## src/rtl/hyper_txn_sequencer.sv

```systemverilog
// rtl/hyper_txn_sequencer.sv - HyperBus transaction phase sequencer
// Runs one burst at a time through CS, CA, write latency, data counting and CS-high recovery.
module hyper_txn_sequencer #(
    parameter int NB_CS = 2,
    parameter int LEN_W = 16,
    parameter int TO_W  = 8
) (
    input  logic             sys_clk_i,
    input  logic             rst_i,
    input  logic             req_valid_i,
    output logic             req_ready_o,
    input  logic             req_write_i,
    input  logic             req_cs_i,
    input  logic [31:0]      req_addr_i,
    input  logic [LEN_W-1:0] req_len_i,
    input  logic [4:0]       cfg_latency_i,
    input  logic [3:0]       cfg_csh_i,
    input  logic [TO_W-1:0]  cfg_rd_timeout_i,
    output logic [NB_CS-1:0] phy_cs_n_o,
    output logic             phy_ck_en_o,
    output logic             phy_ca_valid_o,
    output logic [15:0]      phy_ca_o,
    output logic             phy_oe_o,
    input  logic             tx_valid_i,
    output logic             tx_ready_o,
    input  logic             rx_valid_i,
    output logic             done_o,
    output logic             err_o
);

    localparam int CNT_W = (TO_W > 5) ? TO_W : 5;

    typedef enum logic [2:0] {
        S_IDLE,
        S_CA,
        S_LAT,
        S_WDATA,
        S_RDATA,
        S_CSH
    } state_t;

    state_t state, state_nxt;

    logic             write_q;
    logic             cs_q;
    logic [31:0]      addr_q;
    logic [LEN_W-1:0] wcnt;
    logic [4:0]       lat_q;
    logic [3:0]       csh_q;
    logic [TO_W-1:0]  to_q;
    logic [1:0]       ca_cnt;
    logic [CNT_W-1:0] cnt;
    logic [CNT_W-1:0] cnt_inc;
    logic             csh_first;
    logic             err_q;
    logic             cs_act;
    logic [NB_CS-1:0] cs_sel;
    logic [47:0]      ca_word;

    assign cnt_inc = cnt + CNT_W'(1);
    assign cs_sel  = NB_CS'(1) << cs_q;
    assign ca_word = {~write_q, 1'b0, 1'b1, addr_q[31:3], 13'd0, addr_q[2:0]};

    // cs_n is decoded from the state so an asynchronous reset releases it immediately
    assign phy_cs_n_o = cs_act ? ~cs_sel : '1;
    assign done_o     = (state == S_CSH) && csh_first;
    assign err_o      = done_o && err_q;

    always_comb begin
        state_nxt      = state;
        req_ready_o    = 1'b0;
        cs_act         = 1'b0;
        phy_ck_en_o    = 1'b0;
        phy_ca_valid_o = 1'b0;
        phy_ca_o       = 16'd0;
        phy_oe_o       = 1'b0;
        tx_ready_o     = 1'b0;
        case (state)
            S_IDLE: begin
                req_ready_o = 1'b1;
                if (req_valid_i) state_nxt = S_CA;
            end
            S_CA: begin
                cs_act         = 1'b1;
                phy_ca_valid_o = 1'b1;
                phy_oe_o       = 1'b1;
                phy_ck_en_o    = 1'b1;
                case (ca_cnt)
                    2'd0:    phy_ca_o = ca_word[47:32];
                    2'd1:    phy_ca_o = ca_word[31:16];
                    default: phy_ca_o = ca_word[15:0];
                endcase
                if (ca_cnt == 2'd2) begin
                    if (!write_q)          state_nxt = S_RDATA;
                    else if (lat_q != '0)  state_nxt = S_LAT;
                    else                   state_nxt = S_WDATA;
                end
            end
            S_LAT: begin
                cs_act      = 1'b1;
                phy_ck_en_o = 1'b1;
                if (cnt_inc == CNT_W'(lat_q)) state_nxt = S_WDATA;
            end
            S_WDATA: begin
                cs_act      = 1'b1;
                phy_oe_o    = 1'b1;
                phy_ck_en_o = tx_valid_i;
                tx_ready_o  = tx_valid_i;
                if (tx_valid_i && wcnt == '0) state_nxt = S_CSH;
            end
            S_RDATA: begin
                cs_act      = 1'b1;
                phy_ck_en_o = 1'b1;
                if (rx_valid_i) begin
                    if (wcnt == '0) state_nxt = S_CSH;
                end else if (to_q != '0 && cnt_inc == CNT_W'(to_q)) begin
                    state_nxt = S_CSH;
                end
            end
            S_CSH: begin
                if (cnt_inc >= CNT_W'(csh_q)) state_nxt = S_IDLE;
            end
            default: state_nxt = S_IDLE;
        endcase
    end

    always_ff @(posedge sys_clk_i or posedge rst_i) begin
        if (rst_i) begin
            state     <= S_IDLE;
            write_q   <= 1'b0;
            cs_q      <= 1'b0;
            addr_q    <= '0;
            wcnt      <= '0;
            lat_q     <= '0;
            csh_q     <= '0;
            to_q      <= '0;
            ca_cnt    <= '0;
            cnt       <= '0;
            csh_first <= 1'b0;
            err_q     <= 1'b0;
        end else begin
            state <= state_nxt;
            case (state)
                S_IDLE: begin
                    ca_cnt <= '0;
                    cnt    <= '0;
                    if (req_valid_i) begin
                        write_q <= req_write_i;
                        cs_q    <= req_cs_i;
                        addr_q  <= req_addr_i;
                        wcnt    <= (req_len_i == '0) ? '0 : req_len_i - LEN_W'(1);
                        lat_q   <= cfg_latency_i;
                        csh_q   <= cfg_csh_i;
                        to_q    <= cfg_rd_timeout_i;
                    end
                end
                S_CA: begin
                    ca_cnt <= ca_cnt + 2'd1;
                    cnt    <= '0;
                end
                S_LAT: cnt <= cnt_inc;
                S_WDATA: begin
                    if (tx_valid_i) wcnt <= wcnt - LEN_W'(1);
                end
                S_RDATA: begin
                    // the idle counter restarts on every captured word
                    if (rx_valid_i) begin
                        wcnt <= wcnt - LEN_W'(1);
                        cnt  <= '0;
                    end else begin
                        cnt <= cnt_inc;
                    end
                end
                S_CSH: begin
                    cnt       <= cnt_inc;
                    csh_first <= 1'b0;
                end
                default: cnt <= '0;
            endcase
            if (state_nxt == S_CSH && state != S_CSH) begin
                cnt       <= '0;
                csh_first <= 1'b1;
                err_q     <= (state == S_RDATA) && !rx_valid_i;
            end
        end
    end

endmodule

```

## config.mk

```make
export PLATFORM = sky130hd
export DESIGN_NAME = hyper_txn_sequencer
export DESIGN_NICKNAME = d
export VERILOG_FILES = /design/src/rtl/hyper_txn_sequencer.sv
export SDC_FILE = /design/constraint.sdc
export NUM_CORES = 1
export LEC_CHECK = 0
export ABC_CLOCK_PERIOD_IN_PS = 2900
export BUFFER_PORTS_ARGS = -buffer_cell sky130_fd_sc_hd__buf_2
export CORE_ASPECT_RATIO = 0.75
export CORE_MARGIN = 2
export CORE_UTILIZATION = 50
export DETAILED_ROUTE_END_ITERATION = 8
export PLACE_DENSITY_LB_ADDON = 0.3
export SETUP_SLACK_MARGIN = 0.15
export SLEW_MARGIN = 20
export SYNTH_ARGS = -nofsm -noshare
export SYNTH_HDL_FRONTEND = slang
export SYNTH_SLANG_ARGS = --single-unit
export TNS_END_PERCENT = 1
```

## constraint.sdc

```tcl
create_clock -name sys_clk_i -period 2.9 [get_ports sys_clk_i]
set_input_delay 0.435 -clock sys_clk_i [delete_from_list [all_inputs] [get_ports sys_clk_i]]
set_output_delay 0.435 -clock sys_clk_i [all_outputs]
set_load 0.03 [all_outputs]
```

# Word-level counts from Yosys, hierarchy flattened
# Cells that the tools add are included.
# word_totals
reg_bits	82
latch_bits	0
ram_bits	0
rom_bits	0
inputBits	72
output_inout_bits	25
wordCells	88
n_memories	0
# op_classes
n_addsub	4
mul	0
div	0
n_lt_le_gt_ge	1
n_eq_ne	15
shifts	1
muxes	31
bitwise	2
reduce_logical	22
# op_table
cell	n
2-to-1 mux 16 bit	5
case mux 16 bit (3 select lines)	1
logical NOT 16 bit	2
case mux 16 bit (2 select lines)	1
subtractor 16 x 1 -> 16 bit, second input constant	2
2-to-1 mux 3 bit	9
case mux 8 bit (3 select lines)	1
case mux 3 bit (6 select lines)	1
2-to-1 mux 8 bit	2
== test 3 bit, second input constant	3
adder 8 x 1 -> 8 bit, second input constant	1
== test 8 x 5 -> 1 bit	1
== test 8 bit	1
greater-or-equal comparator 8 x 4 -> 1 bit	1
2-to-1 mux 1 bit	8
!= test 2 bit, second input constant	4
nonzero test 8 bit	1
== test 3 x 2 -> 1 bit, second input constant	2
logical AND 1 bit	6
nonzero test 5 bit	1
case mux 2 bit (2 select lines)	1
AND reduction 4 bit	1
nonzero test 2 bit	2
OR reduction 2 bit	2
other kinds (17)	17

# Logic depth before layout (Yosys ltp)
# Gate-level depths: netlist of run 1.
# logic_depth
ltp_word	9
depth_mapped	12
ltp_nobuf	11

# Worst setup path after synthesis of run 1
# Ideal clock, no wire load.
# synth_timing
path_kind	reg-to-reg
start	reg wcnt[0]
end	reg cnt[0]
setup_time_ps	125
t_arrival_ps	2803
required_ps	2775
slack_ps	-27
stages_incl_launch_ff	11
path_buffers	0
period_less_slack_ps	2927
cell_sequence	dfrtp_1 -> inv_1 -> ha_1 -> or4b_4 -> or4_4 -> or2_4 -> o31ai_4 -> nor4_1 -> a211oi_4 -> nor2_2 -> mux2_2
# synth_via
elab_chain_len	7
elab_cells_between_ends	10
cone_classes	eq/ne (2); mux (5); reduce/logical (3)
# synth_rtl
item	line_no	source
start: declaration	47	logic [LEN_W-1:0] wcnt;
start signal: assignment	151	wcnt <= (req_len_i == '0) ? '0 : req_len_i - LEN_W'(1);
start signal: assignment	163	if (tx_valid_i) wcnt <= wcnt - LEN_W'(1);
start signal: assignment	168	wcnt <= wcnt - LEN_W'(1);
logical NOT 16 bit (*)	109, 115	
2-to-1 mux 3 bit / logical AND 1 bit (equally long branches)	115, 109	
2-to-1 mux 3 bit, on equally long branches	114, 109	
case mux 3 bit (6 select lines) (*)	78	case (state)
== test 3 bit (*)	180	if (state_nxt == S_CSH && state != S_CSH) begin
logical AND 1 bit (*)	180	
!= test 2 bit (no source line) / 2-to-1 mux 8 bit (equally long branches)	--	
end signal: assignment	161	S_LAT: cnt <= cnt_inc;
end signal: assignment	171	cnt <= cnt_inc;
end signal: assignment	175	cnt <= cnt_inc;
end: declaration	52	logic [CNT_W-1:0] cnt;
# Mark *: on every way between the ends. The rest lies on a longest branch, timed or not.
# A chain may end at the register's enable or synchronous reset.

# Worst setup path in the final report of run 1
# layout_timing
start	reg wcnt[1]
end	reg cnt[5]
# The elaborated chain is that of the path after synthesis.

==> impl_metrics.ini, run 1 <==
[logic_synthesis]
synth_enable_flop_cells = 0
synth.yosys.seq_area_share_pct = 42.47
syn_area_sq_um = 4832
syn-instance-count = 485
postSynth.asyncResetShare_pct = 100.0
syn-num-nets = 567
synth_seq_cells = 82
syn_avg_cell_area_sq_um = 9.963
synth-main-ff-cell = dfrtp_1
synth.yosys.warnings = 0
synth.lib_cells_used.distinct = 57

[hold_path]
hp-class = in -> async

[placed_design]
dpl.cell_count = 714
place_hpwl_um = 8312
post-place-ws_ps = -62.43
numPortBuffers = 96
routability_congestion_estimate = 0.8550

[power]
power.clock.fraction_pct = 41.0
power_density_of_the_placed_cells_nw_per_um2 = 477.0
combinationalPowerShare_pct = 12.8
power_leakage_uw = 0.002802
power_frac_seq_pct = 46.2
largest_voltage_drop_on_the_vdd_net_v = 0.0002673
finalPower_uw = 2842
p_int_uw = 2106
p_sw_uw = 736.0
power.switching_fraction_pct = 25.89

[finish]
fillCellCount = 792
finish.net_count = 677
register_area_sq_um = 2052
highest_count_cells_in_the_layout_ignoring_fill_and_taps = buf_2 (96), dfrtp_1 (82), mux2_2 (49), nand2_1 (33)
insertedDiodeCount = 0
drive_gt1_share_pct = 34.67
multi_input_comb_area_sq_um = 2661
stdcell_count = 732
areaGrowthSynthToFinish_pct = 23.30
mostFrequentLayoutCell = buf_2

[critical_path]
worst-endpoint-arrival_ps = 3180
cpLargestDelayFamily = simple AND/OR/NAND/NOR gates
cp-end-kind = register
timing.critical_path.slowest_stage_cell = or4b_4
reg2reg_depth = 10
element_type_at_the_critical_path_start = register
worst-path-max-fanout = 5
critical_path.reg2reg.startpoint = wcnt[1]$_DFFE_PP0P_
rr_endpoint = cnt[5]$_DFFE_PP0P_
crit_required_ps = 3130
timing.setup.critical_path_class = reg -> reg
critPathMaxStageDelay_ps = 480
critPathBufInv = 1
path_cells = inv_1 -> ha_1 -> or4b_4 -> or4_4 -> or2_4 -> o31ai_4 -> nor4_4 -> a211oi_4 -> nor2_2 -> a32o_1
reg2reg_setup_slack_ps = -60

[sta]
report.final.hold_viol_count = 0
worstMarginPinSlew_ps = 628.5
fin_crit_ps = 2956
grt_setup_unrepaired = true
setup_slack_ps = -56.42
setup_viol = 6
maxSlewHeadroom_pct = 58.05
final_min_period_over_clock_period_pct = 101.9
fmaxAchievable_ghz = 0.3382
timing_max_transition_violations_final = 0
worst_clock_skew_ps = 6.257

[drt]
avgRoutedWirePerCell_um = 15.42
drt_first_iter_violations = 267
drtPass1Iterations = 4
finalWirelength_um = 11290
remaining_routing_drc_violations = 0
dr_total_vias = 4176
drt.antenna.violating_nets = 0
detail_route.vias_per_cell = 5.705

[die]
die_x_um = 117.5
fp.dieArea_sq_um = 10470
design.core.area_sq_um = 9542
initial_core_utilization_pct = 50.64
num_rows = 31
vertical_die_dimension_um = 89.14
design.portCount = 97

[grt]
grt_pass1_vias = 3953
grt_start_max_net_pins = 49
grt_pass1_wl_um = 18750
groute.usage.overall_pct = 22.12
initial_antenna_violation_count = 0
grt.overflow.total = 0

[cts]
path_clk_slew_ps = 60
worst_skew_pair_later_pin_latency_ps = 340
cts.sink_count = 82
cts_buffers = 9
clk_root_buffer_cell = clkbuf_16
cts-hold-fix-buffers = 0
cts.htree.levels = 3
cts.path.max_buffers = 2
tritoncts = yes

[status]
failed_checks = setup timing
status = finished with violations

[run]
drv_cap = 0
[cells by family (layout without fill, tap and decap cells)]
| logic type | after synthesis | in the layout | synth area share [%] |
|---|---|---|---|
| adders and majority gates | 10 | 10 | 2.589 |
| xor gates and xnor gates | 25 | 25 | 4.531 |
| DFF | 82 | 82 | 42.47 |
| and+or+nand+nor | 149 | 149 | 16.55 |
| muxes | 50 | 50 | 11.63 |
| buffers and inverters | 44 | 159 | 3.418 |
| AOI/OAI and AO/OA | 125 | 125 | 18.83 |
[worst max path at each step]
stage,start,endpoint,slack (ps),cells after the start
5_1_grt,wcnt[1]$_DFFE_PP0P_,cnt[4]$_DFFE_PP0P_,-180,10
3_3_place_gp,wcnt[1]$_DFFE_PP0P_,cnt[0]$_DFFE_PP0P_,40,10
2_1_floorplan,wcnt[0]$_DFFE_PP0P_,cnt[0]$_DFFE_PP0P_,90,10
3_5_place_dp,wcnt[1]$_DFFE_PP0P_,cnt[5]$_DFFE_PP0P_,-60,10
4_1_cts,wcnt[1]$_DFFE_PP0P_,cnt[5]$_DFFE_PP0P_,-60,10
6_report,wcnt[1]$_DFFE_PP0P_,cnt[5]$_DFFE_PP0P_,-60,10
[routing by layer]
layer  track usage, %  up-vias  share of wire (%)  wire length (um)
li1                 -     2015                  -                 -
met1            29.69     2046                 47              5299
met2            37.27       99                 48              5407
met3            4.145       16                3.7               419
met4            6.681        0                1.4               159
met5                0        -                  0                 0
[synth_stat cells, drive strengths merged (2+ instances only)]
library cell | number | area [sq um]
a211oi | 8 | 72.57
a21o | 3 | 22.52
a21oi | 16 | 80.08
a22o | 27 | 236.5
a22oi | 3 | 22.52
a31oi | 2 | 12.51
a32o | 2 | 20.02
and2 | 5 | 31.28
and3 | 10 | 62.56
and3b | 2 | 17.52
clkbuf | 24 | 90.09
dfrtp | 82 | 2052
ha | 10 | 125.1
inv | 19 | 71.32
mux2 | 49 | 551.8
nand2 | 33 | 123.9
nand2b | 15 | 93.84
nand3 | 11 | 55.05
nand3b | 4 | 30.03
nand4 | 4 | 25.02
nor2 | 24 | 92.59
nor2b | 4 | 25.02
nor3 | 11 | 55.05
nor3b | 2 | 15.01
nor4 | 6 | 37.54
o21a | 5 | 37.54
o21ai | 26 | 130.1
o221ai | 2 | 17.52
o22ai | 8 | 50.05
o31a | 3 | 26.28
o31ai | 5 | 51.30
o32ai | 5 | 43.79
or2 | 2 | 15.02
or3 | 10 | 62.56
or4 | 3 | 26.27
xnor2 | 14 | 122.6
xor2 | 11 | 96.34
[sequential cells by signal (all words and copies together), names as in the netlist]
name       count
write_q        1
to_q           8
addr_q        32
csh_first      1
cs_q           1
state          3
err_q          1
ca_cnt         2
wcnt          16
cnt            8
csh_q          4
lat_q          5
[power by group through the flow]
stage	Combinational [uW]	Sequential, uW	Clock, uW
2_1_floorplan	243	1300	0
3_3_place_gp	351	1320	0
3_5_place_dp	365	1330	0
4_1_cts	367	1310	1180
5_1_grt	410	1330	1230
6_report	365	1310	1170
[through the flow]
step / hold slack [ps] / utilization [%] / cell area, sq um / setup TNS [ps]
finish: 144.8 / 62.44 / 5958 / -202.7
global route: 211.8 / 62.44 / 5958 / -1201
CTS: 171.6 / 62.29 / 5943 / -238.7
detailed placement: 481.3 / 58.86 / 5617 / -194.5
global placement: 481.4 / 58.86 / 5617 / 0
floorplan: 459.3 / - / 4843 / 0
[area by class of cell]
cell class | count | share of cell area, %
Tap cell | 132 | 2.772
Clock inverter | 6 | 1.092
Clock buffer | 10 | 4.011
Inverter | 19 | 1.218
Sequential cell | 82 | 34.44
Timing Repair Buffer | 124 | 11.80
Multi-Input combinational cell | 359 | 44.67
[timing repair]
action	4_1_cts	5_1_grt
pin swaps	1	1
setup endpoints to repair	8	9
resized for setup	1	3
buffers inserted	2	0
No activity file was read; power rests on OpenSTA's default activity.
==> inputs of run 2 (changes only) <==
CAP_MARGIN = 20   (was default)
CORE_ASPECT_RATIO = default   (was 0.75)
==> run 2 against run 1 <==
The flow still finishes with violations (setup timing). Setup slack improved by 43 ps. Global-route usage rose by 0.97 points. Sequential share of layout area rose by 0.51 points. Total power fell by 12%. Non-clock buffer count rose by 4. First-iteration DRC count fell by 38%. Combinational power rose by 5%. Routed wire length rose by 3.0%. Largest cell class unchanged.
==> impl_metrics.ini, run 2 (synthesis gave the netlist of run 1 again) <==
[status]
status = finished with violations
failed_checks = setup timing

[hold_path]
hp-class = in -> reg
hold-path-cell-count = 3

[drt]
drt.antenna.violating_nets = 0
avgRoutedWirePerCell_um = 15.86
drt_first_iter_violations = 165
remaining_routing_drc_violations = 0
dr_total_vias = 4193
finalWirelength_um = 11630
detail_route.vias_per_cell = 5.720
drtPass1Iterations = 5

[sta]
fmaxAchievable_ghz = 0.3432
report.final.hold_viol_count = 0
maxSlewHeadroom_pct = 51.68
timing_max_transition_violations_final = 0
hold_ws_ps = 271.3
worst_clock_skew_ps = 11.25
setup_viol = 4
grt_setup_unrepaired = true
setup_slack_ps = -13.47
worstMarginPinSlew_ps = 724.9
final_min_period_over_clock_period_pct = 100.5
fin_crit_ps = 2913
tns_ps = -30.69

[critical_path]
cp-end-kind = register
timing.critical_path.slowest_stage_cell = or4b_4
cpLargestDelayFamily = simple AND/OR/NAND/NOR gates
critPathBufInv = 1
timing.setup.critical_path_class = reg -> reg
crit_required_ps = 3150
critPathMaxStageDelay_ps = 480
worst-path-max-fanout = 5
path_cells = inv_1 -> ha_1 -> or4b_4 -> or4_4 -> or2_4 -> o31ai_4 -> nor4_2 -> a211oi_4 -> nor2_2 -> a32o_1
element_type_at_the_critical_path_start = register
worst-path-stages = 10
reg2reg_depth = 10
worst-endpoint-arrival_ps = 3170

[cts]
cts_buffers = 9
post-cts-setup-buffers = 0
tritoncts = yes
cts.path.max_buffers = 2
post_cts.resized_instances = 0
clk_root_buffer_cell = clkbuf_8
worst_skew_pair_later_pin_latency_ps = 370
cts.sink_count = 82
path_clk_slew_ps = 90
cts.htree.levels = 3

[finish]
insertedDiodeCount = 0
flip_flop_count_of_the_largest_register_all_copies_and_words_added = 32
drive_gt1_share_pct = 34.44
mostFrequentLayoutCell = buf_2
areaGrowthSynthToFinish_pct = 21.49
largest-register = addr_q
top_regs = addr_q: 32 flops, wcnt: 16 flops
highest_count_cells_in_the_layout_ignoring_fill_and_taps = buf_2 (96), dfrtp_1 (82), mux2_2 (49), nand2_1 (33), buf_4 (28)
finish.net_count = 681

[grt]
grt.overflow.total = 0
initial_antenna_violation_count = 0
grtUsageMet3_pct = 6.772
grt_pass1_vias = 4078
globalRoute.busiestLayer = met2
grtUsageMet2_pct = 38.21
groute.usage.overall_pct = 23.09
groute.layer.met1.usage_pct = 28.72
grt_start_max_net_pins = 81
grt_pass1_wl_um = 18870

[die]
vertical_die_dimension_um = 102.3
design.core.area_sq_um = 9328
die_x_um = 102.3
num_rows = 35
initial_core_utilization_pct = 51.80
design.portCount = 97
fp.dieArea_sq_um = 10470

[placed_design]
numPortBuffers = 96
routability_congestion_estimate = 0.8736
place_hpwl_um = 8707
post-place-ws_ps = 4.741

[power]
power_leakage_uw = 0.002763
power_density_of_the_placed_cells_nw_per_um2 = 423.8
largest_voltage_drop_on_the_vdd_net_v = 0.0002378
finalPower_uw = 2488

[run]
drv_cap = 0
run 2: routing by layer:
| metal | share of wire (%) | wire length, um |
|---|---|---|
| met5 | 0 | 0 |
| met4 | 2.0 | 235 |
| met3 | 5.9 | 688 |
| met2 | 49 | 5713 |
| met1 | 43 | 4987 |
run 2: final cells by class:
cell class | count | area, sq um
multi-input combinational | 359 | 2639
tap | 129 | 161.4
fill | 759 | 3457
timing repair buffer | 128 | 760.7
inverter | 19 | 72.57
clock buffer | 9 | 123.9
clock inverter | 7 | 61.31
sequential | 82 | 2052
run 2: path summary, 6_finish.rpt:
path	endpoint	startpoint	slack, ps
worst min-delay path	csh_q[2]$_DFFE_PP0P_	cfg_csh_i[2]	270
worst max-delay path	cnt[5]$_DFFE_PP0P_	wcnt[0]$_DFFE_PP0P_	-10
worst min register to register	wcnt[13]$_DFFE_PP0P_	wcnt[13]$_DFFE_PP0P_	500
worst max register to register	cnt[5]$_DFFE_PP0P_	wcnt[0]$_DFFE_PP0P_	-10
max in group asynchronous	csh_q[0]$_DFFE_PP0P_	rst_i	1850
min in group asynchronous	cs_q$_DFFE_PP0P_	rst_i	460
run 2: worst register-to-register path: cells and delay by family, from the launching register on:
family / cells / cell delay, ps
flip-flops: 1 / 390
AO/OA/AOI/OAI: 3 / 780
adder cells (fa/ha/maj): 1 / 160
AND/OR/NAND/NOR: 5 / 1410
buffers and inverters: 1 / 60
run 2: what timing repair did:
| action | in CTS | in global routing |
|---|---|---|
| hold buffers | 1 | 0 |
| pin swaps | 1 | 0 |
| endpoints found under the setup margin | 8 | 8 |
| hold endpoints to repair | 2 | 0 |
| gates cloned | 0 | 0 |
run 2: power by group:
part,internal (uW),total (uW),switching [uW]
Combinational,198,383,185
Sequential,1220,1310,84.8
Clock,327,800,473
run 2: through the flow:
stage,area (sq um),std cells,util (%)
final,5871,733,62.94
after global routing,5871,733,62.94
after CTS,5871,733,62.94
after detailed placement,5675,716,60.85
after global placement,5675,716,60.85
after floorplan,4843,485,-
